### src/rtl/load_store_unit_pkg.sv
// load_store_unit_pkg
// Shared definitions for the load/store unit and its byte-lane helper:
//   - request size encodings (SZ_BYTE / SZ_HALF / SZ_WORD, 11 is illegal)
//   - FSM state encoding
//   - default data-memory depth in 32-bit words
//   - request_is_error(): classifies a request as misaligned, illegal-size
//     or out-of-range before any memory access is made
package load_store_unit_pkg;

    localparam int unsigned DEFAULT_MEM_WORDS = 128;

    typedef enum logic [1:0] {
        SZ_BYTE = 2'b00,
        SZ_HALF = 2'b01,
        SZ_WORD = 2'b10,
        SZ_BAD  = 2'b11
    } size_e;

    typedef enum logic [1:0] {
        IDLE  = 2'd0,
        READ  = 2'd1,
        WRITE = 2'd2,
        DONE  = 2'd3
    } state_e;

    // The word index is addr[31:2], so range checking widens it back to
    // 32 bits before comparing against the memory depth.
    function automatic logic request_is_error(input logic [1:0]  size,
                                              input logic [31:0] addr,
                                              input int unsigned mem_words);
        logic misaligned;
        logic out_of_range;
        misaligned   = ((size == SZ_HALF) && addr[0]) ||
                       ((size == SZ_WORD) && (addr[1:0] != 2'b00));
        out_of_range = ({2'b00, addr[31:2]} >= mem_words);
        return (size == SZ_BAD) || misaligned || out_of_range;
    endfunction

endpackage

### src/rtl/lsu_byte_lanes.sv
// lsu_byte_lanes
// Purely combinational little-endian lane logic for the load/store unit.
// Ports:
//   word       in  32  memory word (ReadData)
//   wdata      in  32  right-aligned store data
//   size       in   2  access size (size_e)
//   offset     in   2  byte offset addr[1:0]
//   zero_ext   in   1  1 = zero-extend loads, 0 = sign-extend
//   load_data  out 32  selected lane, extended to 32 bits
//   store_word out 32  word with the selected lane(s) replaced by wdata
module lsu_byte_lanes
    import load_store_unit_pkg::*;
(
    input  logic [31:0] word,
    input  logic [31:0] wdata,
    input  size_e       size,
    input  logic [1:0]  offset,
    input  logic        zero_ext,
    output logic [31:0] load_data,
    output logic [31:0] store_word
);

    // Lane k of a word lives at bits [8k+7:8k]; halfwords use offset[1] only
    // because offset[0] is guaranteed zero for accepted halfword requests.
    function automatic logic [31:0] extract_lane(input logic [31:0] w,
                                                 input size_e       sz,
                                                 input logic [1:0]  off,
                                                 input logic        zx);
        logic [7:0]  b;
        logic [15:0] h;
        logic [31:0] r;
        b = w[{off, 3'b000} +: 8];
        h = w[{off[1], 4'b0000} +: 16];
        case (sz)
            SZ_BYTE: r = {{24{~zx & b[7]}}, b};
            SZ_HALF: r = {{16{~zx & h[15]}}, h};
            SZ_WORD: r = w;
            default: r = '0;
        endcase
        return r;
    endfunction

    // Read-modify-write merge: only the addressed lane(s) change, all other
    // bits of the original word pass through untouched.
    function automatic logic [31:0] merge_lanes(input logic [31:0] w,
                                                input logic [31:0] wd,
                                                input size_e       sz,
                                                input logic [1:0]  off);
        logic [31:0] r;
        r = w;
        case (sz)
            SZ_BYTE: r[{off, 3'b000} +: 8]     = wd[7:0];
            SZ_HALF: r[{off[1], 4'b0000} +: 16] = wd[15:0];
            SZ_WORD: r = wd;
            default: r = w;
        endcase
        return r;
    endfunction

    assign load_data  = extract_lane(word, size, offset, zero_ext);
    assign store_word = merge_lanes(word, wdata, size, offset);

endmodule

### src/rtl/load_store_unit.sv
// load_store_unit
// Initiator side of a word-indexed data memory. Accepts byte/half/word
// loads and stores on a valid/ready handshake, performs sub-word stores as
// read-modify-write and rejects bad requests without touching memory.
// Ports:
//   Clock, Reset                 clock, async active-high reset
//   req_valid/req_ready          request handshake
//   req_write, req_size,         request kind, size, extension mode,
//   req_unsigned, req_addr,      byte address and right-aligned store data
//   req_wdata
//   resp_valid, resp_rdata,      one-cycle completion with load data / error
//   resp_err
//   Resultado, DadosEscrita,     memory word index, write word and strobes
//   MemRead, MemWrite
//   ReadData                     memory read word (valid at the posedge after
//                                the MemRead negedge)
module load_store_unit
    import load_store_unit_pkg::*;
#(
    parameter int unsigned MEM_WORDS = DEFAULT_MEM_WORDS
)
(
    input  logic        Clock,
    input  logic        Reset,
    input  logic        req_valid,
    output logic        req_ready,
    input  logic        req_write,
    input  logic [1:0]  req_size,
    input  logic        req_unsigned,
    input  logic [31:0] req_addr,
    input  logic [31:0] req_wdata,
    output logic        resp_valid,
    output logic [31:0] resp_rdata,
    output logic        resp_err,
    output logic [31:0] Resultado,
    output logic [31:0] DadosEscrita,
    output logic        MemRead,
    output logic        MemWrite,
    input  logic [31:0] ReadData
);

    state_e      state;
    logic        cap_write;
    size_e       cap_size;
    logic        cap_zero_ext;
    logic [1:0]  cap_offset;
    logic [31:0] cap_wdata;
    logic [31:0] load_data;
    logic [31:0] store_word;

    // Lane logic always works from the captured request so the datapath
    // inputs can change freely once a request has been accepted.
    lsu_byte_lanes u_lanes (
        .word       (ReadData),
        .wdata      (cap_wdata),
        .size       (cap_size),
        .offset     (cap_offset),
        .zero_ext   (cap_zero_ext),
        .load_data  (load_data),
        .store_word (store_word)
    );

    // Strobes decode straight from the state register, so an asynchronous
    // reset drops them immediately and a WRITE cut short never reaches memory.
    assign req_ready = (state == IDLE) && !Reset;
    assign MemRead   = (state == READ);
    assign MemWrite  = (state == WRITE);

    always_ff @(posedge Clock or posedge Reset) begin
        if (Reset) begin
            state        <= IDLE;
            cap_write    <= 1'b0;
            cap_size     <= SZ_BYTE;
            cap_zero_ext <= 1'b0;
            cap_offset   <= 2'b00;
            cap_wdata    <= '0;
            Resultado    <= '0;
            DadosEscrita <= '0;
            resp_valid   <= 1'b0;
            resp_err     <= 1'b0;
            resp_rdata   <= '0;
        end else begin
            case (state)
                IDLE: begin
                    resp_valid <= 1'b0;
                    resp_err   <= 1'b0;
                    resp_rdata <= '0;
                    if (req_valid) begin
                        cap_write    <= req_write;
                        cap_size     <= size_e'(req_size);
                        cap_zero_ext <= req_unsigned;
                        cap_offset   <= req_addr[1:0];
                        cap_wdata    <= req_wdata;
                        if (request_is_error(req_size, req_addr, MEM_WORDS)) begin
                            // Rejected requests complete at once with no strobe.
                            state      <= DONE;
                            resp_valid <= 1'b1;
                            resp_err   <= 1'b1;
                        end else begin
                            Resultado <= {2'b00, req_addr[31:2]};
                            if (req_write && (req_size == SZ_WORD)) begin
                                DadosEscrita <= req_wdata;
                                state        <= WRITE;
                            end else begin
                                state <= READ;
                            end
                        end
                    end
                end
                READ: begin
                    if (cap_write) begin
                        DadosEscrita <= store_word;
                        state        <= WRITE;
                    end else begin
                        resp_rdata <= load_data;
                        resp_valid <= 1'b1;
                        state      <= DONE;
                    end
                end
                WRITE: begin
                    resp_valid <= 1'b1;
                    state      <= DONE;
                end
                DONE: begin
                    resp_valid <= 1'b0;
                    resp_err   <= 1'b0;
                    resp_rdata <= '0;
                    state      <= IDLE;
                end
                default: state <= IDLE;
            endcase
        end
    end

endmodule

### config.mk
export PLATFORM = sky130hd
export DESIGN_NAME = load_store_unit
export DESIGN_NICKNAME = d
export VERILOG_FILES = /design/src/rtl/load_store_unit_pkg.sv /design/src/rtl/lsu_byte_lanes.sv /design/src/rtl/load_store_unit.sv
export SDC_FILE = /design/constraint.sdc
export NUM_CORES = 1
export LEC_CHECK = 0
export BUFFER_PORTS_ARGS = -buffer_cell sky130_fd_sc_hd__buf_2
export CORE_MARGIN = 4
export CORE_UTILIZATION = 35
export DETAILED_ROUTE_END_ITERATION = 7
export GPL_TIMING_DRIVEN = 0
export HOLD_SLACK_MARGIN = 0.1
export MAX_ROUTING_LAYER = met4
export PLACE_DENSITY = 0.66
export SYNTH_ARGS = -nofsm -noshare
export SYNTH_HDL_FRONTEND = slang
export SYNTH_SLANG_ARGS = --single-unit
### constraint.sdc
create_clock -name Clock -period 7.35 [get_ports Clock]
set_input_delay 1.47 -clock Clock [delete_from_list [all_inputs] [get_ports Clock]]
set_output_delay 1.47 -clock Clock [all_outputs]
set_load 0.01 [all_outputs]
==> metrics.md <==
| Metric | Value |
|---|---|
| Critical Path AT | `1830 ps` |
| Cts hold-fix bufs | `0` |
| Worst skew pair latency | `420 ps` |
| Period minus WS final | `3300 ps` |
| CTS Buf Count | `17` |
| GRT Util Overall | `0.209` |
| Post-synth EDFFs | `0` |
| CORE AREA | `0.0195 sq mm` |
| Tcrit/Tclk final | `0.449` |
| Violation count after the first detailed-routing iteration | `584` |
| Post-detailed-routing wire length | `22900 um` |
| Hold/Removal Path Class | `reg2reg` |
| Vias in the first global route | `5963` |
| Final HPWL DP | `17500 um` |
| Max-slew violations | `0` |
| CTS tree | `done` |
| Final Hold Fails | `0` |
| Port bufs | `201` |
| Status | `finished, final reports clean` |
| Clock Pin Slew Worst Setup and Hold Paths | `60 ps` |
| Register area share after synthesis | `0.489` |
| Setup Total Neg Slack | `0 ps` |
| Most used DFF post-synth | `dfrtp_1` |
| Reg area | `0.00340 sq mm` |
| Cell count after synthesis | `649` |
| Total grt overflow | `0` |
| CP Launch Type | `primary input` |
| CTS Root Cell | `clkbuf_16` |
| Setup-failing EPs final | `0` |
| Fill count | `1915` |
| Relative slew slack | `0.579` |
| Top-area cell type share of the netlist area | `0.489` |
| Hold_ws | `472 ps` |
| CTS max path bufs | `2` |
| Placed insts | `1117` |
| Initial Util | `0.357` |
| Kind of end point of the critical path | `output pin` |
| Asr flop ratio synth | `1.00` |
| Fin cells | `1158` |
| Critical path class | `in2out` |
| VDD IR max | `0.204 mV` |
| Die width | `149 um` |
| Unrepaired setup endpoints after global routing | `no` |
| Multi-input logic area | `0.00327 sq mm` |
| Antenna violations before repair | `9` |
| Final Skew | `8.60 ps` |
| IO Count | `204` |
| Via density | `5.29` |
| Largest net degree at the start of global routing | `94` |
| Vias | `6125` |
| Netlist Area Pre-Place | `0.00696 sq mm` |
| Final net count | `984` |
| Highest clock rate | `303 MHz` |
| Setup bufs post-CTS | `0` |
| First-pass GRT wire length | `34300 um` |
| # H-tree levels | `4` |
| CTS Sinks | `136` |
| RD Place Congestion | `0.945` |
| Detail Route Antenna Nets | `0` |
| YS warnings | `0` |
| Worst Tran Pin Value | `631 ps` |
| Die Span Y | `149 um` |
| Die area | `0.0222 sq mm` |
| Max Fanout on Critical Path | `2` |
| PwrDens | `427 mW/mm^2` |
| Worst EP required | `5880 ps` |
| Share of cells above drive strength 1 | `0.396` |
| P&R area growth vs syn | `28.5%` |
| Leakage | `0.00427 uW` |
| Area leader, netlist | `dfrtp_1` |
| Synth top area cells | `dfrtp_1 (49%), mux2_2 (12%), o21ai_0 (3.2%)` |
| Syn_area_per_cell | `10.7 sq um` |
| Yosys cell types | `63` |
| Initial DRT Pass Iterations | `6` |
| Yosys reg bits | `136` |
| Final Util | `0.458` |
| Wire length per cell after detailed routing | `19.8 um` |
| Floorplan row count | `51` |
| Post-CTS sizing | `0` |
| Max Cap Viol | `0` |
| Drt drc | `0` |
## per-stage QoR
stage                     instance area [sq um]  power (uW)  worst slack, ps
after detailed placement                   8340        2950             3990
after CTS                                  8920        3810             4050
final                                      8940        3820             4050
after global routing                       8940        4050             4030
after global placement                     8300        2920              503
after floorplan                            6970        2370             2240
## Yosys cell counts (all sizes together), types with 2 or more instances
cell and instances:
nor2b 35, o22ai 8, a221oi 22, and2 2
nor3 10, nor2 47, mux4 2, a22o 6
nor4 5, ha 10, a31oi 18, a21oi 21
buf 26, a22oi 19, dfrtp 136, a222oi 10
inv 11, clkbuf 21, o2bb2ai 2, nor3b 4
o21a 2, nand2 59, a21o 3, mux2 90
or2 2, o21ai 56
## state kept, by name, indices dropped and copies added (netlist names)
name,count
DadosEscrita,32
Resultado,30
cap_offset,2
cap_size,2
cap_wdata,32
cap_write,1
cap_zero_ext,1
resp_err,1
resp_rdata,32
resp_valid,1
state,2
## cell type report
| class | instances | area share |
|---|---|---|
| Sequential cell | 136 | 0.380 |
| Inverter | 11 | 0.00518 |
| Clock inverter | 13 | 0.0159 |
| Tap cell | 265 | 0.0371 |
| Clock buffer | 19 | 0.0495 |
| Buffer | 47 | 0.0284 |
| Antenna cell | 9 | 0.00252 |
| Multi-Input combinational cell | 456 | 0.365 |
| Timing Repair Buffer | 202 | 0.116 |
## critical path, cell delays in order
cell and delay, ps:
buf_2 130, nor2b_1 100, buf_2 140
## worst paths after layout
| path | endpoint | slack [ps] | start | depth (start not counted) |
|---|---|---|---|---|
| hold reg to reg | resp_rdata[5] | 470 | resp_rdata[5] | 2 |
| max in group asynchronous | cap_wdata[28] | 5480 | Reset | 3 |
| setup / recovery | req_ready | 4050 | Reset | 3 |
| setup reg to reg | DadosEscrita[15] | 4500 | cap_offset[1] | 10 |
| hold / removal | resp_rdata[5] | 470 | resp_rdata[5] | 2 |
| min in group asynchronous | Resultado[4] | 1060 | Reset | 2 |
## placed cells by master (no fill, tap or decap), types with 8 or more instances in the layout
master     count
o21ai_1       11
o21ai_0       45
clkbuf_16     17
mux2_1        15
dfrtp_1      136
a31oi_1       17
buf_4         11
a21oi_1       20
ha_1          10
nand2_1       59
o22ai_1        8
clkbuf_1      22
buf_2        212
a222oi_1      10
inv_1          9
a22oi_1       19
mux2_2        75
a221oi_1      22
nor2_1        46
diode_2        9
nor3_1        10
nor2b_1       34
## cell families (layout without fill, tap and decap cells)
logic type | count (synthesis) | after routing | synth area share
fa+ha+maj | 10 | 10 | 0.0180
compound gates | 178 | 178 | 0.173
simple gates | 173 | 173 | 0.124
mux | 93 | 93 | 0.153
buf+inv | 58 | 292 | 0.0424
other cells | 1 | 11 | 0.000539
flops | 136 | 136 | 0.489
## per-layer routing
layer,global-route usage,vias to the layer above,wire length [um]
met2,0.310,304,10200
met1,0.274,2942,9820
met3,0.0577,42,2150
met4,0.0810,0,679
li1,-,2837,-
met5,-,-,0
## report_power, final
part | switching (uW) | leakage (uW) | internal [uW] | total [uW]
registers | 208 | 0.00174 | 1010 | 1210
clock network | 342 | 0.000273 | 511 | 854
logic | 993 | 0.00225 | 755 | 1750
No activity file was read; power rests on OpenSTA's default activity.
